==> config.mk <==
export PLATFORM = sky130hd
export DESIGN_NAME = rf_wb_arbiter
export DESIGN_NICKNAME = d
export VERILOG_FILES = /design/src/rtl/rf_wb_arbiter.sv
export SDC_FILE = /design/constraint.sdc
export NUM_CORES = 1
export LEC_CHECK = 0
export BUFFER_PORTS_ARGS = -buffer_cell sky130_fd_sc_hd__buf_2
export CAP_MARGIN = 20
export CORE_AREA = 2 2 74 76
export CTS_CLUSTER_SIZE = 25
export DETAILED_ROUTE_END_ITERATION = 10
export DIE_AREA = 0 0 76 78
export PLACE_DENSITY = 0.81
export REMOVE_ABC_BUFFERS = 1
export SYNTH_ARGS = -nofsm -noshare
export SYNTH_HDL_FRONTEND = slang
export SYNTH_SLANG_ARGS = --single-unit
==> constraint.sdc <==
create_clock -name clk -period 3.3 [get_ports clk]
set_input_delay 0.165 -clock clk [delete_from_list [all_inputs] [get_ports clk]]
set_output_delay 0.165 -clock clk [all_outputs]
set_load 0.1 [all_outputs]
==> src/rtl/rf_wb_arbiter.sv <==
// Register-file writeback arbiter.
// Two writeback sources (ALU, load) share a single register-file write port.
// Grants are combinational and round-robin; the write port is registered, so
// a write appears one cycle after its transfer. Address-0 writes can be
// discarded (hardwired-zero register) and are counted in a saturating counter.
module rf_wb_arbiter #(
  parameter int NUM_REG = 6,
  parameter int BITS    = 32,
  parameter int ZERO_RO = 1
) (
  input  logic               clk,
  input  logic               rst_n,
  input  logic               stall_i,
  input  logic               v0_i,
  input  logic [NUM_REG-1:0] a0_i,
  input  logic [BITS-1:0]    d0_i,
  output logic               rdy0_o,
  input  logic               v1_i,
  input  logic [NUM_REG-1:0] a1_i,
  input  logic [BITS-1:0]    d1_i,
  output logic               rdy1_o,
  output logic               wen_o,
  output logic [NUM_REG-1:0] wa_o,
  output logic [BITS-1:0]    wd_o,
  output logic               prio_o,
  output logic [7:0]         drop_cnt_o
);

  localparam int NUM_LANES = 2;

  typedef struct packed {
    logic [NUM_REG-1:0] addr;
    logic [BITS-1:0]    data;
  } wb_req_t;

  logic [NUM_LANES-1:0] vld;
  logic [NUM_LANES-1:0] gnt;
  wb_req_t [NUM_LANES-1:0] req;
  wb_req_t              sel;
  logic                 xfer;
  logic                 gnt_idx;
  logic                 discard;

  logic               wen_q,  wen_d;
  logic [NUM_REG-1:0] wa_q,   wa_d;
  logic [BITS-1:0]    wd_q,   wd_d;
  logic               prio_q, prio_d;
  logic [7:0]         drop_q, drop_d;

  assign vld    = {v1_i, v0_i};
  assign req[0] = '{addr: a0_i, data: d0_i};
  assign req[1] = '{addr: a1_i, data: d1_i};

  // Round-robin grant: a lone requester wins; on contention prio_q wins.
  // Nothing is granted under stall or while reset is held.
  always_comb begin
    gnt = '0;
    if (rst_n && !stall_i) begin
      if (vld[0] && (!vld[1] || !prio_q)) gnt[0] = 1'b1;
      if (vld[1] && (!vld[0] ||  prio_q)) gnt[1] = 1'b1;
    end
  end

  assign rdy0_o  = gnt[0];
  assign rdy1_o  = gnt[1];
  assign xfer    = |(gnt & vld);
  assign gnt_idx = gnt[1];
  assign sel     = req[gnt_idx];
  assign discard = (ZERO_RO != 0) && (sel.addr == '0);

  // Next state of the write port, priority and drop counter.
  // wa/wd capture every transfer (including discarded ones) and hold otherwise;
  // wen is a single-cycle pulse per non-discarded transfer.
  always_comb begin
    wen_d  = 1'b0;
    wa_d   = wa_q;
    wd_d   = wd_q;
    prio_d = prio_q;
    drop_d = drop_q;
    if (xfer) begin
      wa_d   = sel.addr;
      wd_d   = sel.data;
      prio_d = ~gnt_idx;
      if (discard) begin
        if (drop_q != 8'hFF) drop_d = drop_q + 8'd1;
      end else begin
        wen_d = 1'b1;
      end
    end
  end

  // State registers with asynchronous clear.
  always_ff @(posedge clk or negedge rst_n) begin
    if (!rst_n) begin
      wen_q  <= 1'b0;
      wa_q   <= '0;
      wd_q   <= '0;
      prio_q <= 1'b0;
      drop_q <= '0;
    end else begin
      wen_q  <= wen_d;
      wa_q   <= wa_d;
      wd_q   <= wd_d;
      prio_q <= prio_d;
      drop_q <= drop_d;
    end
  end

  assign wen_o      = wen_q;
  assign wa_o       = wa_q;
  assign wd_o       = wd_q;
  assign prio_o     = prio_q;
  assign drop_cnt_o = drop_q;

endmodule
==> flow_summary.toml <==
[run_status]
status = "finished clean"

[floorplan]
floorplan.initialDensity_pct = 44.7
die_area_um2 = 5930
rows = 26
design.core.area_um2 = 5040
die_y_um = 78
pin_count = 131
die_width_um = 76

[detailed_routing]
post_dr_vias_cell = 4.91
detail_route.iter0.violations = 41
wirelength_um = 5420
ant_nets = 0
drt_pre_antenna_iters = 4
vias = 2038
detail_route.drc_violations = 0
avgRoutedWirePerCell_um = 13.1

[setup_path]
timing.critical_path.max_delay_family = "buffers and inverters"
crit_path_cell_trace = "dlygate4sd3_1, buf_2, and3b_1, and2_2, buf_2"
signal_arrival_time_at_the_worst_endpoint_ns = 2.63
number_of_buffer_and_inverter_instances_along_the_worst_setup_path = 3
crit_path_max_incr_delay_ns = 0.67
crit_top_cell = "buf_2"
critPathKind = "input pin to output port"
critPathCaptureType = "output port"
worstPathMaxFanout = 25
critical_path_required_ns = 3.13
type_of_origin_of_the_critical_path = "input pin"
cpMaxStageDelayCell = "and2_2"

[sta]
fmax_ghz = 0.357
report.final.hold_viol_count = 0
totalNegativeSetupSlack_ns = 0
setup_ws_ns = 0.501
maxSlewViolCount = 0
period_needed_ns = 2.80
period_share_pct = 84.8
maxSlewHeadroom_pct = 48.8
final_count_of_negative_setup_slack_endpoints = 0
rsz0062_at_grt = "false"
timing.clock.skew_ns = 0.00843
tightestPinTransition_ns = 0.768
hold-worst-slack_ns = 0.170

[layout]
area_growth_syn_to_layout_pct = 36.9
fillers = 456
final_cells = 415
proportion_of_layout_cells_with_a_drive_suffix_above_1_pct = 42.6
finalNetCount = 427
fin_util_pct = 61.3
antenna_cells = 0

[synth]
synth_top_cells_by_count = "dfrtp_1, a21oi_1, nor2_1"
synth_compound_area_share_pct = 13.1
netlist.area_leader.share_pct = 53.2
synth_seq_cells = 48
synth.cell_area_um2 = 2260
synth_top_family_by_area = "multiplexers"
synth_cells = 215
synth-adder-area-share_pct = 0.555
yosys.area.top_type = "dfrtp_1"
yosysMostFrequentCell = "dfrtp_1"
synth.yosys.seq_area_share_pct = 53.2
synth_top_cells_by_area = "dfrtp_1, mux2i_1, a21oi_1, nor2_1, xor2_1"
muxShareOfSynthArea_pct = 17.4
synth-edff-count = 0
synth-xor-area-share_pct = 2.72
synth.yosys.warnings = 0
synthSimpleGateAreaFrac_pct = 10.6
synthesis.area_per_instance_um2 = 10.5
asyncSetResetFlopFracSynth_pct = 100
synth_cell_types = 26
synth_flop_cell = "dfrtp_1"

[place]
post-dp-hpwl_um = 4160
gp_congestion = 0.807
buffers_added_on_ports = 130
place.detailed.instances = 407
dpl_ws_ns = 0.904

[clocking]
worst_skew_pair_latency_ns = 0.29
cts.hold.buffers_added = 1
postCtsSetupRepairBufs = 0
h_tree_depth_reported_by_cts = 2
clock-sinks = 48
cts-root-to-sink-buffers = 2
resize_count_post_cts = 0
numCtsBuffers = 5
root_buffer = "clkbuf_8"
tritoncts_clock_tree = "built"
cts.clk_slew.worst_paths_ns = 0.08

[job]
maxCapViolCount = 0

[grt]
grt_antenna_before_repair = 0
globalRoute.totalOverflow = 0
global_route_wire_length_before_repair_um = 9080
first_global_vias = 1999
track_usage_pct = 18.7
grt_max_degree = 34

[pwr]
vdd_drop_max_mv = 0.314
power_per_cell_area_nw_per_um2 = 651
power.static_leakage_nw = 1.48

[worst_hold_path]
holdCritPathClass = "input pin to flip-flop"
==> per-stage QoR <==
| stage | instance area [um2] | power, mW |
|---|---|---|
| 2_1_floorplan | 2200 | 1.47 |
| 3_3_place_gp | 2980 | 1.65 |
| 3_5_place_dp | 2980 | 1.66 |
| 4_1_cts | 3090 | 2.04 |
| 5_1_grt | 3090 | 2.10 |
| 6_report | 3090 | 2.01 |
==> final cells by class <==
| cell class | instances | area (um2) | area share [%] |
|---|---|---|---|
| repair buffers | 136 | 698 | 22.6 |
| flip-flops and latches | 48 | 1200 | 38.9 |
| clock buffers | 7 | 96.3 | 3.12 |
| well taps | 70 | 87.6 | 2.84 |
| inverters | 1 | 3.75 | 0.122 |
| multi-input cells | 153 | 1000 | 32.4 |
==> state kept, by name (all words and copies together) (netlist names) <==
signal / count
wen_o: 1
prio_o: 1
wa_o: 6
drop_cnt_o: 8
wd_o: 32
==> cell usage in the layout (no fill, tap or decap), types with 2 or more instances in the layout <==
cell type,synthesis,final
buf_2,2,130
dfrtp_1,48,48
a21oi_1,42,42
nor2_1,39,39
mux2i_1,38,38
xor2_1,7,7
clkbuf_8,0,7
buf_4,0,5
nand3_1,4,4
nand2_1,3,3
a211oi_1,3,3
nand4_1,2,2
a2111oi_1,2,2
==> final timing paths <==
check	slack [ns]	depth (start not counted)	start	end
min in group asynchronous	0.35	2	rst_n	wa_o[3]
max	0.50	5	rst_n	rdy1_o
max in group asynchronous	2.20	3	rst_n	drop_cnt_o[4]
max reg2reg	1.29	5	prio_o	wd_o[21]
min	0.17	3	d0_i[19]	wd_o[19]
min reg2reg	0.49	1	drop_cnt_o[6]	drop_cnt_o[6]
==> worst register-to-register path, stage by stage (launching register included) <==
cell and delay [ns]:
dfrtp_1 0.42, nand2b_1 0.16, and2_2 0.66, buf_4 0.35, mux2i_1 0.20, a21oi_1 0.08
==> per-layer routing <==
metal / GRT usage, % / vias up / routed length (um)
li1: - / 1022 / -
met5: 0 / - / 0
met2: 33.8 / 82 / 2800
met3: 4.88 / 8 / 345
met1: 22.2 / 926 / 2220
met4: 4.91 / 0 / 53
==> report_power, final <==
group          internal, mW  switching, mW
clock                 0.187          0.180
sequential            0.670         0.0441
combinational         0.157          0.774
==> kinds of logic after synthesis <==
kind of cell,after synthesis
buffers and inverters,14
AOI/OAI and AO/OA,51
muxes,39
and+or+nand+nor,55
adders and majority gates,1
DFF,48
xor gates and xnor gates,7
(Power assumes the default switching activity.)
